[config.mk]
export PLATFORM = sky130hd
export DESIGN_NAME = sevga_scanout_flat
export DESIGN_NICKNAME = d
export VERILOG_FILES = /design/src/rtl/sevga_scanout_if.sv /design/src/rtl/sevga_scanout.sv /design/src/flat_wrapper.sv
export SDC_FILE = /design/constraint.sdc
export NUM_CORES = 1
export LEC_CHECK = 0
export ABC_AREA = 1
export CORE_ASPECT_RATIO = 0.7
export CORE_MARGIN = 8
export CORE_UTILIZATION = 35
export CTS_CLUSTER_DIAMETER = 100
export DETAILED_ROUTE_END_ITERATION = 8
export GPL_TIMING_DRIVEN = 0
export PLACE_DENSITY = 0.51
export SLEW_MARGIN = 5
export SYNTH_ARGS = -nofsm -noshare
export SYNTH_HDL_FRONTEND = slang
export SYNTH_SLANG_ARGS = --single-unit
export TNS_END_PERCENT = 5
[constraint.sdc]
create_clock -name pixClk -period 2.1 [get_ports pixClk]
set_input_delay 0.63 -clock pixClk [delete_from_list [all_inputs] [get_ports pixClk]]
set_output_delay 0.63 -clock pixClk [all_outputs]
set_load 0.02 [all_outputs]
[src/rtl/sevga_scanout_if.sv]
// sevga_scanout_if: VRAM fetch port between the raster engine and the VRAM arbiter.
// master = raster engine (issues fetches, reports CPU write slot), slave = arbiter.
interface sevga_scanout_if #(
  parameter int ADDR_W = 16
);
  logic              vramRdReq;
  logic [ADDR_W-1:0] vramAddr;
  logic [7:0]        vramData;
  logic              writeSlot;

  modport master (output vramRdReq, vramAddr, writeSlot, input vramData);
  modport slave  (input vramRdReq, vramAddr, writeSlot, output vramData);
endinterface

[src/rtl/sevga_scanout.sv]
// sevga_scanout: SE-VGA raster engine. Generates syncs, sequences VRAM byte fetches
// one fetch group ahead of the beam and serialises bytes MSB-first, H_SCALE clocks per bit.
// Optional feature: define SCANOUT_BORDER_EN to draw a white 1-pixel frame on the
// outermost columns/lines of the image window (fetching is unaffected).
module sevga_scanout #(
  parameter int H_ACTIVE = 1024,
  parameter int H_FP     = 24,
  parameter int H_SYNC   = 136,
  parameter int H_BP     = 160,
  parameter int V_ACTIVE = 768,
  parameter int V_FP     = 3,
  parameter int V_SYNC   = 6,
  parameter int V_BP     = 29,
  parameter int SRC_W    = 512,
  parameter int SRC_H    = 342,
  parameter int H_SCALE  = 2,
  parameter int V_SCALE  = 2,
  parameter int PAGES    = 2,
  parameter int READ_LAT = 3,
  localparam int COL_W   = $clog2(SRC_W / 8),
  localparam int ROW_W   = $clog2(SRC_H),
  localparam int PG_W    = (PAGES > 1) ? $clog2(PAGES) : 1,
  localparam int ADDR_W  = PG_W + ROW_W + COL_W
) (
  input  logic            pixClk,
  input  logic            reset,
  input  logic [PG_W-1:0] pageSel,
  sevga_scanout_if.master vram,
  output logic            nhSync,
  output logic            nvSync,
  output logic            vidOut,
  output logic            frameStart
);

  localparam int H_TOTAL  = H_ACTIVE + H_FP + H_SYNC + H_BP;
  localparam int V_TOTAL  = V_ACTIVE + V_FP + V_SYNC + V_BP;
  localparam int GRP      = 8 * H_SCALE;
  localparam int NBYTES   = SRC_W / 8;
  localparam int WIN_W    = (SRC_W * H_SCALE < H_ACTIVE) ? SRC_W * H_SCALE : H_ACTIVE;
  localparam int WIN_H    = (SRC_H * V_SCALE < V_ACTIVE) ? SRC_H * V_SCALE : V_ACTIVE;
  localparam int HS_START = H_ACTIVE + H_FP;
  localparam int HS_END   = HS_START + H_SYNC;
  localparam int VS_START = V_ACTIVE + V_FP;
  localparam int VS_END   = VS_START + V_SYNC;
  localparam int K0_H     = H_TOTAL - GRP;
  localparam int HC_W     = $clog2(H_TOTAL);
  localparam int VC_W     = $clog2(V_TOTAL);
  localparam int GT_W     = $clog2(GRP);
  localparam int GI_W     = $clog2(H_TOTAL / GRP + 2);
  localparam int PT_W     = (H_SCALE > 1) ? $clog2(H_SCALE) : 1;
  localparam int RP_W     = (V_SCALE > 1) ? $clog2(V_SCALE) : 1;

  logic [HC_W-1:0]     hCount;
  logic [VC_W-1:0]     vCount;
  logic [GT_W-1:0]     grpTimer;
  logic [GI_W-1:0]     grpIdx;
  logic [PT_W-1:0]     pixTimer;
  logic [2:0]          bitIdx;
  logic [ROW_W-1:0]    rowCnt;
  logic [RP_W-1:0]     repTimer;
  logic [PG_W-1:0]     pageReg;
  logic [READ_LAT-1:0] latPipe;
  logic [7:0]          holdReg;
  logic [7:0]          shiftReg;

  logic              hWrap, vWrap, groupStart, lineInWin, nextInWin, inWin;
  logic              reqK0, reqNext, pixBit, pixNext;
  logic [ROW_W-1:0]  nextRow;
  logic [ADDR_W-1:0] addrNext;
  logic [7:0]        curByte;

  // Beam position decode, fetch scheduling and next pixel value.
  always_comb begin
    hWrap      = hCount == HC_W'(H_TOTAL - 1);
    vWrap      = vCount == VC_W'(V_TOTAL - 1);
    groupStart = grpTimer == GT_W'(GRP - 1);
    lineInWin  = vCount < VC_W'(WIN_H);
    // The line after V_TOTAL-1 is line 0, which is always inside the window.
    nextInWin  = vWrap || (vCount < VC_W'(WIN_H - 1));
    nextRow    = vWrap ? '0 : ((repTimer == '0) ? rowCnt + 1'b1 : rowCnt);
    reqK0      = (hCount == HC_W'(K0_H)) && nextInWin;
    reqNext    = reqK0 || (groupStart && lineInWin && (grpIdx < GI_W'(NBYTES - 1)));
    addrNext   = reqK0 ? {pageReg, nextRow, COL_W'(0)}
                       : {pageReg, rowCnt, COL_W'(grpIdx + 1'b1)};
    // At a group boundary the new byte is still in holdReg; shiftReg takes it this edge.
    curByte    = groupStart ? holdReg : shiftReg;
    pixBit     = curByte[bitIdx];
    inWin      = lineInWin && (hCount < HC_W'(WIN_W));
`ifdef SCANOUT_BORDER_EN
    pixNext    = inWin && (~pixBit || (hCount == '0) || (hCount == HC_W'(WIN_W - 1)) ||
                           (vCount == '0) || (vCount == VC_W'(WIN_H - 1)));
`else
    pixNext    = inWin && ~pixBit;
`endif
  end

  // Raster counters; vCount steps on the same clock hCount wraps.
  always_ff @(posedge pixClk) begin
    if (reset) begin
      hCount <= '0;
      vCount <= '0;
    end else if (hWrap) begin
      hCount <= '0;
      vCount <= vWrap ? '0 : vCount + 1'b1;
    end else begin
      hCount <= hCount + 1'b1;
    end
  end

  // Fetch-group and bit-phase down-counters, realigned at every line start.
  always_ff @(posedge pixClk) begin
    if (reset || hWrap) begin
      grpTimer <= GT_W'(GRP - 1);
      grpIdx   <= '0;
      pixTimer <= PT_W'(H_SCALE - 1);
      bitIdx   <= 3'd7;
    end else begin
      if (pixTimer == '0) begin
        pixTimer <= PT_W'(H_SCALE - 1);
        bitIdx   <= bitIdx - 1'b1;
      end else begin
        pixTimer <= pixTimer - 1'b1;
      end
      if (grpTimer == '0) begin
        grpTimer <= GT_W'(GRP - 1);
        grpIdx   <= grpIdx + 1'b1;
      end else begin
        grpTimer <= grpTimer - 1'b1;
      end
    end
  end

  // Source row of the current line, repeated V_SCALE lines each.
  always_ff @(posedge pixClk) begin
    if (reset) begin
      rowCnt   <= '0;
      repTimer <= RP_W'(V_SCALE - 1);
    end else if (hWrap) begin
      if (vWrap || repTimer == '0) repTimer <= RP_W'(V_SCALE - 1);
      else                         repTimer <= repTimer - 1'b1;
      rowCnt <= nextRow;
    end
  end

  // Display page latched as vertical sync starts, so a frame never mixes pages.
  always_ff @(posedge pixClk) begin
    if (reset) pageReg <= '0;
    else if (hCount == '0 && vCount == VC_W'(VS_START)) pageReg <= pageSel;
  end

  // Fetch strobe, read-latency tracking and byte hold/shift registers.
  always_ff @(posedge pixClk) begin
    if (reset) begin
      vram.vramRdReq <= 1'b0;
      vram.vramAddr  <= '0;
      latPipe        <= '0;
      holdReg        <= '0;
      shiftReg       <= '0;
    end else begin
      vram.vramRdReq <= reqNext;
      vram.vramAddr  <= reqNext ? addrNext : '0;
      latPipe        <= (latPipe << 1) | READ_LAT'(vram.vramRdReq);
      if (latPipe[READ_LAT-1]) holdReg <= vram.vramData;
      if (groupStart) shiftReg <= holdReg;
    end
  end

  // VRAM is busy from the strobe clock through the capture clock.
  assign vram.writeSlot = ~(vram.vramRdReq | (|latPipe));

  // Monitor-facing outputs, all one clock behind the counters.
  always_ff @(posedge pixClk) begin
    if (reset) begin
      nhSync     <= 1'b1;
      nvSync     <= 1'b1;
      vidOut     <= 1'b0;
      frameStart <= 1'b0;
    end else begin
      nhSync     <= !((hCount >= HC_W'(HS_START)) && (hCount < HC_W'(HS_END)));
      nvSync     <= !((vCount >= VC_W'(VS_START)) && (vCount < VC_W'(VS_END)));
      vidOut     <= pixNext;
      frameStart <= (hCount == '0) && (vCount == '0);
    end
  end

endmodule
[src/flat_wrapper.sv]
// flat-port wrapper written by rule: the top's interface ports become plain ports
module sevga_scanout_flat 
#(
  parameter int H_ACTIVE = 1024,
  parameter int H_FP     = 24,
  parameter int H_SYNC   = 136,
  parameter int H_BP     = 160,
  parameter int V_ACTIVE = 768,
  parameter int V_FP     = 3,
  parameter int V_SYNC   = 6,
  parameter int V_BP     = 29,
  parameter int SRC_W    = 512,
  parameter int SRC_H    = 342,
  parameter int H_SCALE  = 2,
  parameter int V_SCALE  = 2,
  parameter int PAGES    = 2,
  parameter int READ_LAT = 3,
  localparam int COL_W   = $clog2(SRC_W / 8),
  localparam int ROW_W   = $clog2(SRC_H),
  localparam int PG_W    = (PAGES > 1) ? $clog2(PAGES) : 1,
  localparam int ADDR_W  = PG_W + ROW_W + COL_W
)
  (pixClk, reset, pageSel, nhSync, nvSync, vidOut, frameStart, vram_vramRdReq, vram_vramAddr, vram_writeSlot, vram_vramData);
  sevga_scanout_if vram_i ();
  input  logic pixClk;
  input  logic reset;
  input  logic [PG_W-1:0] pageSel;
  output logic nhSync;
  output logic nvSync;
  output logic vidOut;
  output logic frameStart;
  output wire logic [$bits(vram_i.vramRdReq)-1:0] vram_vramRdReq;
  output wire logic [$bits(vram_i.vramAddr)-1:0] vram_vramAddr;
  output wire logic [$bits(vram_i.writeSlot)-1:0] vram_writeSlot;
  input wire logic [$bits(vram_i.vramData)-1:0] vram_vramData;
  assign vram_vramRdReq = vram_i.vramRdReq;
  assign vram_vramAddr = vram_i.vramAddr;
  assign vram_writeSlot = vram_i.writeSlot;
  assign vram_i.vramData = vram_vramData;
  sevga_scanout #(.H_ACTIVE(H_ACTIVE), .H_FP(H_FP), .H_SYNC(H_SYNC), .H_BP(H_BP), .V_ACTIVE(V_ACTIVE), .V_FP(V_FP), .V_SYNC(V_SYNC), .V_BP(V_BP), .SRC_W(SRC_W), .SRC_H(SRC_H), .H_SCALE(H_SCALE), .V_SCALE(V_SCALE), .PAGES(PAGES), .READ_LAT(READ_LAT)) u_core (.pixClk(pixClk), .reset(reset), .pageSel(pageSel), .vram(vram_i), .nhSync(nhSync), .nvSync(nvSync), .vidOut(vidOut), .frameStart(frameStart));
endmodule
Word level (Yosys, flattened, before mapping)
Index checks and enable logic that the tools add are counted.
Word-level totals
  flip-flop bits (word level): 87
  bits in latches: 0
  bits in writable memories: 0
  ROM bits: 0
  input port bits: 11
  memories kept: 0
Cells by class
  $add $sub $neg: 8
  multipliers: 0
  div/mod/pow operators: 0
  $lt $le $gt $ge: 9
  equal/unequal tests: 5
  shift-type cells: 0
  multiplexer cells: 8
  bitwise gates (word level): 7
  reduce and logical (&&, ||, !) cells: 24
Operators with widths (number)
  10-bit less-than comparator (second input constant): 3
  11-bit equality test (second input constant): 2
  11-bit less-than comparator (second input constant): 2
  10-bit equality test (second input constant): 2
  9-bit two-way mux: 2
  15-bit two-way mux: 1
  11-bit by 1-bit adder with 11-bit output (second input constant): 1
  11-bit greater-or-equal comparator (second input constant): 1
  11-bit logical NOT: 1
  10-bit by 1-bit adder with 10-bit output (second input constant): 1
  10-bit greater-or-equal comparator (second input constant): 1
  10-bit logical NOT: 1
  10-bit two-way mux: 1
  9-bit by 1-bit adder with 9-bit output (second input constant): 1
  1-bit logical AND: 9
  8-bit two-way mux: 1
  2-bit OR reduction: 4
  7-bit by 1-bit adder with 7-bit output (second input constant): 1
  7-bit by 6-bit less-than comparator with 1-bit output (second input constant): 1
  3-bit OR reduction: 2
  1-bit NOT: 5
  4-bit equality test (second input constant): 1
  4-bit logical NOT: 1
  1-bit logical OR: 4
  9 further kinds: 12

Logic depth before layout (Yosys ltp)
Gate-level depths: netlist of the first run.
  depth after elaboration: 6
  gate-level depth with buffers: 11
  mapped depth without buffers: 10

Least setup slack after synthesis of the first run
No wires, ideal clock.
  path kind: reg-to-output
  start point: reg u_core.latPipe[2]
  end point: out vram_writeSlot
  data arrival time: 1.165 ns
  path slack: 0.305 ns
  stages on the path, launching flop included: 3
  path through: dfxtp_1 > clkbuf_1 > nor4_1
On the way
  cells in the longest elaborated chain, start to end: 3
RTL lines
  start: declaration: RTL line sevga_scanout.sv:62  | logic [READ_LAT-1:0] latPipe;
  start signal: assignment: RTL line sevga_scanout.sv:162  | latPipe <= (latPipe << 1) | READ_LAT'(vram.vramRdReq);
  3-bit OR reduction: RTL line sevga_scanout.sv:169  | assign vram.writeSlot = ~(vram.vramRdReq | (|latPipe));
  1-bit bitwise OR: RTL line sevga_scanout.sv:169
  1-bit NOT: RTL line sevga_scanout.sv:169
  end: declaration: RTL line flat_wrapper.sv:34  | output wire logic [$bits(vram_i.writeSlot)-1:0] vram_writeSlot;
No other way between the ends.

Worst setup path in the final report of the first run
Same ends and word-level chain as after synthesis.

==> flow_metrics.py, run 1 <==
metrics = {
    "sta": {
        "finalCritPeriodShare_pct": 94.56,
        "slew_headroom_pct": 61.92,
        "slew_violations": 0,
        "setup_ws_ns": 0.1142,
        "worstMarginPinSlew_ns": 0.5712,
        "fmax_mhz": 503.6,
        "setup_viol_count_final": 0,
        "fin_crit_ns": 1.986,
        "hold_viol": 0,
        "rsz0062_at_grt": "false",
        "timing.setup.tns_ns": 0,
        "fin_skew_ns": 0.007721,
    },
    "worst_setup_path": {
        "worstRegToRegCells": 8,
        "startpoint_type": "flop",
        "cp.arrival_ns": 1.36,
        "worstSetupStartpoint": "u_core.latPipe[2]$_SDFF_PP0_",
        "critPathMaxFanout": 9,
        "worstPathRequired_ns": 1.47,
        "crit_buf_inv": 1,
        "rr_startpoint": "u_core.hCount[0]$_SDFF_PP0_",
        "r2r_setup_slack_ns": 0.16,
        "cp.depth": 2,
        "crit_end": "vram_writeSlot",
        "cpPeakStageDelay_ns": 0.41,
        "endpoint_kind": "output port",
        "crit_family": "flip-flops",
        "slowest_stage": "dfxtp_1",
        "r2r_end": "u_core.rowCnt[6]$_SDFFE_PP0P_",
        "critical_path_class": "reg -> out",
        "path_cells": "nor4_1, clkdlybuf4s15_2",
    },
    "grt": {
        "antenna_found_initial": 0,
        "grt_pass1_vias": 3176,
        "grt-ovfl-total": 0,
        "track_usage_pct": 13.53,
        "grt_max_degree": 15,
        "grt_pass1_wl_um": 16190,
    },
    "die": {
        "start_util_pct": 35.86,
        "core_mm2": 0.01101,
        "fp-row-count": 32,
        "ios": 33,
        "die_w_um": 143.0,
        "die_h_um": 104.9,
        "die_area_mm2": 0.01499,
    },
    "route": {
        "routedWlPerCell_um": 12.84,
        "drt-total-wl_um": 9513,
        "dr.max_layer_used": "met4",
        "drtIter0Drc": 224,
        "drc_errors": 0,
        "vias": 3469,
        "dr.pass1.iters": 4,
        "wl_met1_um": 5149,
        "wl_met2_um": 3689,
        "drt.antenna.violating_nets": 0,
        "via_per_inst": 4.682,
        "dr_wl_met3_um": 566,
    },
    "synth": {
        "ys_warn_count": 0,
        "ys_top_cells_by_area": "dfxtp_1 44%, nand2_1 11%, nor2_1 7.0%",
        "synth_edf_count": 0,
        "yosysSeqAreaShare_pct": 44.11,
        "synth_top_area_share_pct": 44.11,
        "synthFlopType": "dfxtp_1",
        "synth_seq_cells": 87,
        "yosys-top-cells-count": "117 x nand2_1, 87 x dfxtp_1, 74 x nor2_1, 69 x inv_1, 41 x nand3_1",
        "syn-cell-area_mm2": 0.003949,
        "synth_most_common_cell": "nand2_1",
        "yosys.area.top_type": "dfxtp_1",
        "synthDistinctLibCells": 36,
        "synth_area_per_cell_um2": 7.286,
        "async_reset_ff_share_pct": 0,
        "syn_inst": 542,
        "synth_nets": 564,
    },
    "pwr": {
        "powerDensity_mw_per_mm2": 724.2,
        "vdd_drop_max_uv": 402.6,
        "p_leak_nw": 1.924,
    },
    "clock_network": {
        "clkSlewWorstSetupHoldPaths_ns": 0.06,
        "numClockSinks": 87,
        "cts_setup_buffers": 0,
        "htree_levels": 3,
        "root_buffer": "clkbuf_16",
        "max-clock-path-buffers": 2,
        "cts_buffers": 9,
        "cts-hold-fix-buffers": 0,
        "clk_latency_ns": 0.34,
        "tritoncts": "built",
    },
    "cells_and_area": {
        "final_layout_size_suffix_gt1_share_pct": 6.803,
        "instances_no_fill": 741,
        "fin_nets": 605,
        "diodes": 0,
        "area_growth_syn_to_layout_pct": 19.90,
    },
    "place": {
        "dp_hpwl_um": 7097,
        "port_buffers": 31,
        "gp_congestion": 0.8834,
        "pre_cts_slack_ns": -0.2343,
        "dp.cells": 726,
    },
    "run_status": {
        "status": "complete, no violations",
    },
    "worst_hold_path": {
        "hold_path_class": "reg -> reg",
    },
    "job": {
        "maxCapViolCount": 0,
    },
}
per-layer routing:
layer / vias to the layer above / global-route usage (%)
li1: 1833 / -
met1: 1560 / 19.85
met2: 67 / 18.21
met3: 9 / 4.727
met4: 0 / 3.099
met5: - / 0
logic make-up after synthesis:
logic type                 Yosys count  share of synthesized area, %
muxes                                1                        0.2535
DFF                                 87                         44.11
and+or+nand+nor                    277                         31.56
xor gates and xnor gates            12                         2.662
AOI/OAI and AO/OA                   70                         9.538
buffers and inverters               84                         8.397
adders and majority gates           11                         3.485
placed cells by master, fill, tap and decap left out, types with 4 or more instances in the layout:
master	n
nand3_1	41
buf_2	4
clkdlybuf4s50_1	30
o21ai_0	34
clkbuf_1	6
o211ai_1	4
nor4_1	4
clkbuf_16	9
dfxtp_1	87
nor3_1	11
xnor2_1	4
nand2_1	117
inv_1	69
nand4_1	12
nor2_1	74
xor2_1	8
ha_1	11
a21oi_1	24
report_power, final:
| part | switching (mW) | total, mW | internal [mW] |
|---|---|---|---|
| combinational | 0.163 | 0.263 | 0.0992 |
| sequential | 0.0246 | 1.72 | 1.70 |
| clock | 0.642 | 1.44 | 0.801 |
cell type report:
class                   count  area [um2]
flip-flops and latches     87        1742
multi-input cells         371        1893
plain buffers              11       58.81
repair buffers             31       311.5
clock buffers              11       232.7
fillers                  1136        6276
clock inverters             5       35.03
well taps                 153       191.4
inverters                  72       270.3
flip-flops by register name, summed over array words and instances (netlist names):
| signal | count |
|---|---|
| u_core.latPipe | 3 |
| u_core.hCount | 11 |
| u_core.pageReg | 1 |
| u_core.frameStart | 1 |
| u_core.grpTimer | 4 |
| u_core.nhSync | 1 |
| u_core.vram.vramAddr | 16 |
| u_core.rowCnt | 9 |
| u_core.bitIdx | 3 |
| u_core.nvSync | 1 |
| u_core.grpIdx | 7 |
| u_core.shiftReg | 8 |
| u_core.holdReg | 8 |
| u_core.vidOut | 1 |
| u_core.repTimer | 1 |
| u_core.vram.vramRdReq | 1 |
| u_core.vCount | 10 |
| u_core.pixTimer | 1 |
worst min path at each step:
| stage | startpoint | end | slack (ns) | depth (start not counted) |
|---|---|---|---|---|
| final | u_core.grpTimer[0]$_SDFF_PP1_ | u_core.grpTimer[0]$_SDFF_PP1_ | 0.42 | 1 |
| after floorplan | u_core.grpTimer[0]$_SDFF_PP1_ | u_core.grpTimer[0]$_SDFF_PP1_ | 0.38 | 1 |
| after global placement | u_core.grpTimer[0]$_SDFF_PP1_ | u_core.grpTimer[0]$_SDFF_PP1_ | 0.40 | 1 |
| after CTS | u_core.grpTimer[0]$_SDFF_PP1_ | u_core.grpTimer[0]$_SDFF_PP1_ | 0.42 | 1 |
| after global routing | u_core.grpTimer[0]$_SDFF_PP1_ | u_core.grpTimer[0]$_SDFF_PP1_ | 0.43 | 1 |
| after detailed placement | u_core.grpTimer[0]$_SDFF_PP1_ | u_core.grpTimer[0]$_SDFF_PP1_ | 0.41 | 1 |
metrics by stage:
stage / hold slack, ns / total power [mW] / cell area, um2 / util, %
detailed placement: 0.4051 / 2.023 / 4451 / 40.42
floorplan: 0.3827 / 1.924 / 3949 / -
finish: 0.4155 / 3.429 / 4735 / 43.00
global route: 0.4282 / 3.610 / 4735 / 43.00
global placement: 0.3972 / 2.021 / 4451 / 40.42
CTS: 0.4210 / 3.475 / 4716 / 42.83
repair_timing:
action                                  in CTS  in global routing
cloned                                       0                  0
resized for setup                            4                  5
endpoints found under the setup margin       1                  8
No activity file was read; power rests on OpenSTA's default activity.
==> run 2: changes to the inputs <==
--- a/config.mk
+++ b/config.mk
@@ -5,7 +5,6 @@
 export SDC_FILE = /design/constraint.sdc
 export NUM_CORES = 1
 export LEC_CHECK = 0
-export ABC_AREA = 1
 export CORE_ASPECT_RATIO = 0.7
 export CORE_MARGIN = 8
 export CORE_UTILIZATION = 35
==> flow_metrics.py, run 2 <==
metrics = {
    "route": {
        "vias": 2988,
        "drc_errors": 0,
        "via_per_inst": 4.766,
        "drt.antenna.violating_nets": 0,
        "dr.pass1.iters": 4,
        "drtIter0Drc": 147,
        "routedWlPerCell_um": 13.71,
        "drt-total-wl_um": 8596,
    },
    "clock_network": {
        "numClockSinks": 87,
        "clk_latency_ns": 0.33,
        "htree_levels": 3,
        "cts_buffers": 9,
        "max-clock-path-buffers": 2,
        "tritoncts": "built",
        "cts-hold-fix-buffers": 0,
        "root_buffer": "clkbuf_16",
        "clkSlewWorstSetupHoldPaths_ns": 0.06,
    },
    "die": {
        "die_h_um": 103.7,
        "core_mm2": 0.01085,
        "die_w_um": 141.3,
        "ios": 33,
        "start_util_pct": 35.45,
        "die_area_mm2": 0.01465,
        "fp-row-count": 32,
    },
    "sta": {
        "setup_viol_count_final": 0,
        "fmax_mhz": 485.7,
        "setup_ws_ns": 0.04116,
        "rsz0062_at_grt": "true",
        "hold_viol": 0,
        "slew_headroom_pct": 46.78,
        "fin_skew_ns": 0.007695,
        "worstMarginPinSlew_ns": 0.7966,
        "fin_crit_ns": 2.059,
        "finalCritPeriodShare_pct": 98.04,
        "slew_violations": 0,
    },
    "pwr": {
        "seqPwrFrac_pct": 50.4,
        "pwr-share-clk_pct": 43.2,
        "p_leak_nw": 1.792,
        "combPwrFrac_pct": 6.3,
        "power.switching_uw": 751.0,
        "finalPower_mw": 3.379,
        "powerDensity_mw_per_mm2": 707.3,
        "vdd_drop_max_uv": 393.2,
        "internal-power_mw": 2.628,
        "p_sw_share_pct": 22.23,
    },
    "worst_hold_path": {
        "hold_path_class": "reg -> reg",
    },
    "grt": {
        "track_usage_pct": 12.21,
        "grt-ovfl-total": 0,
        "grt_pass1_wl_um": 14710,
        "antenna_found_initial": 0,
        "grt_pass1_vias": 2920,
        "grt_max_degree": 14,
    },
    "synth": {
        "syn-cell-area_mm2": 0.003846,
        "syn_inst": 427,
        "synth_top_family_by_area": "simple AND/OR/NAND/NOR gates",
        "synth_seq_cells": 87,
        "ys_top_cells_by_area": "dfxtp_1 45%, nor2_1 6.6%, mux2i_1 4.9%",
        "synth_most_common_cell": "dfxtp_1",
        "yosysSeqAreaShare_pct": 45.28,
        "yosys.area_share.simple_pct": 27.03,
        "synth_edf_count": 0,
        "synth_nets": 449,
        "yosys.area.top_type": "dfxtp_1",
        "synthMuxAreaShare_pct": 6.409,
        "synth_adder_area_share_pct": 3.578,
        "synthXorXnorAreaFrac_pct": 7.515,
        "async_reset_ff_share_pct": 0,
        "yosys-top-cells-count": "87 x dfxtp_1, 68 x nor2_1, 47 x nand2_1, 26 x nand3_1, 19 x mux2i_1",
        "synthFlopType": "dfxtp_1",
        "synth_compound_area_share_pct": 7.189,
        "synth_top_area_share_pct": 45.28,
        "synthDistinctLibCells": 51,
        "synth_area_per_cell_um2": 9.007,
        "ys_warn_count": 0,
    },
    "cells_and_area": {
        "multi_input_area_mm2": 0.002085,
        "utilization_pct": 44.03,
        "final_layout_size_suffix_gt1_share_pct": 12.24,
        "seq_area_mm2": 0.001750,
        "instances_no_fill": 627,
        "fillers": 1050,
        "layout_commonest_cell": "dfxtp_1",
        "area_growth_syn_to_layout_pct": 24.20,
        "final_cell_mix": "82 x dfxtp_1, 68 x nor2_1, 47 x nand2_1",
        "max_flop_register": "u_core.vram.vramAddr",
        "design_area_mm2": 0.004777,
        "fin_nets": 493,
        "largest_reg_flops": 16,
        "diodes": 0,
        "top_regs": "u_core.vram.vramAddr x16, u_core.hCount x11, u_core.vCount x10",
    },
    "worst_setup_path": {
        "critical_path_class": "reg -> out",
        "worstPathRequired_ns": 1.47,
        "endpoint_kind": "output port",
        "startpoint_type": "flop",
        "critPathMaxFanout": 9,
        "cp.arrival_ns": 1.43,
    },
    "place": {
        "dp_hpwl_um": 6127,
        "placed_area_mm2": 0.004358,
        "port_buffers": 32,
        "pre_cts_slack_ns": -0.6838,
        "dp.cells": 612,
        "gp_congestion": 0.8205,
    },
    "job": {
        "maxCapViolCount": 0,
    },
    "run_status": {
        "status": "complete, no violations",
    },
}
==> run 2: cell count changes in the layout (fill, tap and decap cells not counted), sizes merged, moves of 12 or more <==
cell and delta:
nand3 -17, a21oi -12, o21ai -21, xnor2 +14, nand2 -75, inv -58, mux2i +18, nor2b +12
==> run 2: path summary, 6_finish.rpt <==
kind                                                     from                            end  slack, ns  cells past startpoint
worst max-delay path             u_core.latPipe[2]$_SDFF_PP0_                 vram_writeSlot       0.04                      2
worst min-delay path            u_core.grpTimer[0]$_SDFF_PP1_  u_core.grpTimer[0]$_SDFF_PP1_       0.44                      1
worst max register to register    u_core.hCount[8]$_SDFF_PP0_  u_core.vCount[8]$_SDFFE_PP0P_       0.05                      5
worst min register to register  u_core.grpTimer[0]$_SDFF_PP1_  u_core.grpTimer[0]$_SDFF_PP1_       0.44                      1
==> run 2: area by class of cell <==
class | count | area share [%]
well taps | 153 | 4.007
multi-input cells | 312 | 43.64
inverters | 12 | 0.9429
flip-flops and latches | 87 | 36.64
plain buffers | 14 | 1.833
clock inverters | 3 | 0.4191
clock buffers | 11 | 5.291
repair buffers | 35 | 7.229
==> run 2: cells by family (layout without fill, tap and decap cells) <==
group,after synthesis,after routing
fa+ha+maj,11,11
mux,22,22
compound gates,41,41
buf+inv,28,75
simple gates,205,205
xor+xnor,33,33
flops,87,87
==> run 2: repair_timing <==
action	4_1_cts	5_1_grt
setup endpoints to repair	60	53
pin swaps	2	3
gates resized for setup	19	18
setup buffers	2	1
==> run 2: critical path, cell delays in order, from the launching register on <==
cell and delay, ns:
dfxtp_2 0.41, nor4_2 0.32, dlygate4sd2_1 0.37
==> run 2: power groups by stage <==
stage | logic, mW | clock network [mW] | registers, mW
floorplan | 0.118 | 0 | 1.74
global placement | 0.203 | 0 | 1.74
detailed placement | 0.205 | 0 | 1.74
CTS | 0.212 | 1.51 | 1.70
global route | 0.234 | 1.57 | 1.71
finish | 0.214 | 1.46 | 1.70
==> run 2: layer usage <==
layer	vias to the layer above	GRT usage (%)	part of all wire (%)
met1	1401	17.21	52
met3	5	2.751	2.8
met4	0	3.440	0.66
met2	31	18.18	45
met5	-	0	0
li1	1551	-	-
==> run 2: metrics by stage <==
| stage | setup TNS [ns] | hold WS, ns |
|---|---|---|
| 6_report | 0 | 0.4361 |
| 5_1_grt | -0.2489 | 0.4621 |
| 4_1_cts | -0.08114 | 0.4369 |
| 3_5_place_dp | -32.32 | 0.4232 |
| 3_3_place_gp | -32.97 | 0.4147 |
| 2_1_floorplan | 0 | 0.3984 |
==> RTL change: new RTL, flow settings as in run 1 <==
Build with the macro `SCANOUT_BORDER_EN` defined.
--- a/src/rtl/sevga_scanout.sv
+++ b/src/rtl/sevga_scanout.sv
@@ -3,4 +3,6 @@
 // Optional feature: define SCANOUT_BORDER_EN to draw a white 1-pixel frame on the
 // outermost columns/lines of the image window (fetching is unaffected).
+`define SCANOUT_BORDER_EN
+
 module sevga_scanout #(
   parameter int H_ACTIVE = 1024,
Check against the original RTL: no difference found for any inputs over 10 cycles, from zero or initial values and one cycle with reset high; that may be too few to reach the edited logic, so the function may still have changed.
==> RTL change against run 1 <==
  * Hold slack got worse by 0.0028 ns
  * Synthesized area increased by 0.95%
  * Sequential cell count unchanged
  * Clock skew increased by 0.0022 ns
  * Design area increased by 2.4%
  * Total power increased by 6.8%
  * Maximum frequency increased by 1.2%
  * Wire length decreased by 0.84%
  * Worst setup slack improved by 0.023 ns
  * Critical endpoint is now vram_vramRdReq
  * Largest power group is now the clock network
==> RTL change: results (changes against run 1) <==
* 1.99 nW — Leakage Power, was 1.92 nW
* u_core.grpTimer[0] — worst flop-to-flop path startpoint, was u_core.hCount[0]
* 16.2 mm — global-route wire length before repair, about the same
* reg -> reg — Hold/Removal Path Class, unchanged
* 0 — number of antenna diodes, unchanged
* clkdlybuf4s50_1 — library cell contributing the largest single delay on the critical path, was dfxtp_1
* 0.62 ns — slowest cell delay on critical path, was 0.41 ns
* u_core.vram.vramAddr x16, u_core.hCount x11, u_core.vCount x10 — leading registers by flop count, unchanged
* 15 — maximum number of pins on one net before global-route repair, unchanged
* 254 — Initial DRC Count, was 224
* 1.33 ns — critical path data arrival time, was 1.36 ns
* 9.85% — fraction of final layout cells with drive strength greater than 1, was 6.80%
* 2 — maximum count of clock buffers along a single path, unchanged
* 0.00990 ns — Setup Skew, was 0.00772 ns
* 0.34 ns — worst-skew pair later-pin latency, about the same
* 41 — count of distinct cell types in the synthesized netlist, was 36
* 0 — post-CTS repair timing setup buffer count, unchanged
* clkbuf_16 — Clk Tree Root Cell, unchanged
* 6.87 mm — half-perimeter wire length after placement, was 7.10 mm
* dfxtp_1 — flip-flop cell with the highest count after synthesis, unchanged
* complete, no violations — status, unchanged
* 43.7% — post-synthesis sequential area ratio, was 44.1%
* 13.3% — global-route usage over all layers, was 13.5%
* dfxtp_1, nand2_1, nor2_1 — cells taking the most area after synthesis, unchanged
* 3 — maximum fanout encountered on the critical timing path, was 9
* -0.297 ns — pre-CTS setup slack, was -0.234 ns
* 0.653 ns — Least-Margin Pin Slew, was 0.571 ns
* 0% — fraction of registers with async set/reset, unchanged
* 605 — Nets, unchanged
* 0 — Final Hold Violating Endpoints, unchanged
* 0.06 ns — clock transition time at the flip-flop clock pins of the worst setup and hold paths, about the same
* buffers and inverters — family with the most delay on the worst path, was flip-flops
* nand2_1, dfxtp_1, nor2_1 — most instantiated cells after synthesis, unchanged
* 4 — iteration count of the initial detailed-routing pass, unchanged
* 3 — maximum level of the CTS H-tree, unchanged
* u_core.grpTimer[0] — Worst Min Path Start, unchanged
* 0.858 — weighted congestion at the end of routability-driven global placement, was 0.883
* 384 uV — VDD IR-drop max, was 403 uV
* 12.7 microns — mean routed wirelength per cell, was 12.8 microns
* 9 — number of clock buffers inserted by TritonCTS, unchanged
* 3444 — via count of the routed design, was 3469
* 0 — # setup viols final, unchanged
* 3283 — number of global-route vias before repair, was 3176
* 4500 sq um — placed instance area, was 4450 sq um
* 2.85 mW — cell internal power dissipation, was 2.60 mW
* u_core.vram.vramRdReq — source of the critical timing path, was u_core.latPipe[2]
* 0 — initial antenna violation count, unchanged
* 0 — total number of yosys warnings, unchanged
* 562 — syn_nets, was 564
* 32 — count of port buffers added during placement, was 31
==> RTL change: changes by cell type after synthesis, sizes merged, moves of 3 or more <==
cell          run 1  this run
inv              70        64
nand2           122       114
nand3            43        54
nand4            14        17
nor3             11        15
nor4              4         1
o21ai            35        28
==> RTL change: cell type report <==
type                    instances  area, sq um
inverters                      66          251
fillers                      1142         6200
clock buffers                  11          243
clock inverters                 5         81.3
repair buffers                 32          315
well taps                     153          191
plain buffers                  13         66.3
multi-input cells             375         1960
flip-flops and latches         87         1740
==> RTL change: metal layers <==
| metal | GRT usage [%] | wire length, microns |
|---|---|---|
| met4 | 4.26 | 97 |
| met2 | 18.5 | 3810 |
| met1 | 18.9 | 5060 |
| met5 | 0 | 0 |
| met3 | 3.97 | 465 |
==> RTL change: path summary, 6_finish.rpt <==
check,depth (start not counted),slack [ns],endpoint
max reg2reg,8,0.25,u_core.vram.vramAddr[2]
min reg2reg,1,0.41,u_core.grpTimer[0]
min,1,0.41,u_core.grpTimer[0]
max,1,0.14,vram_vramRdReq
==> RTL change: power groups by stage <==
stage          Sequential, mW  Combinational (mW)  Clock [mW]
2_1_floorplan            1.75               0.135           0
3_3_place_gp             1.74               0.224           0
3_5_place_dp             1.75               0.226           0
4_1_cts                  1.71               0.227        1.78
5_1_grt                  1.71               0.254        1.84
6_report                 1.71               0.224        1.73
==> RTL change: repair_timing <==
item                                    in CTS  in global routing
resized for setup                            4                  8
pin swaps                                    0                  1
endpoints found under the setup margin       1                  6
==> RTL change: kinds of logic after synthesis <==
group                    after synthesis  synth area share (%)
flip-flops                            87                  43.7
buffers and inverters                 79                  7.85
multiplexers                           1                 0.251
AO/OA/AOI/OAI                         66                  9.86
AND/OR/NAND/NOR                      286                  32.6
adder cells (fa/ha/maj)               10                  3.14
XOR/XNOR                              12                  2.64
==> RTL change: metrics by stage <==
stage	hold slack, ns	instances
floorplan	0.383	541
global placement	0.401	726
detailed placement	0.400	726
CTS	0.415	742
global route	0.443	742
finish	0.413	742
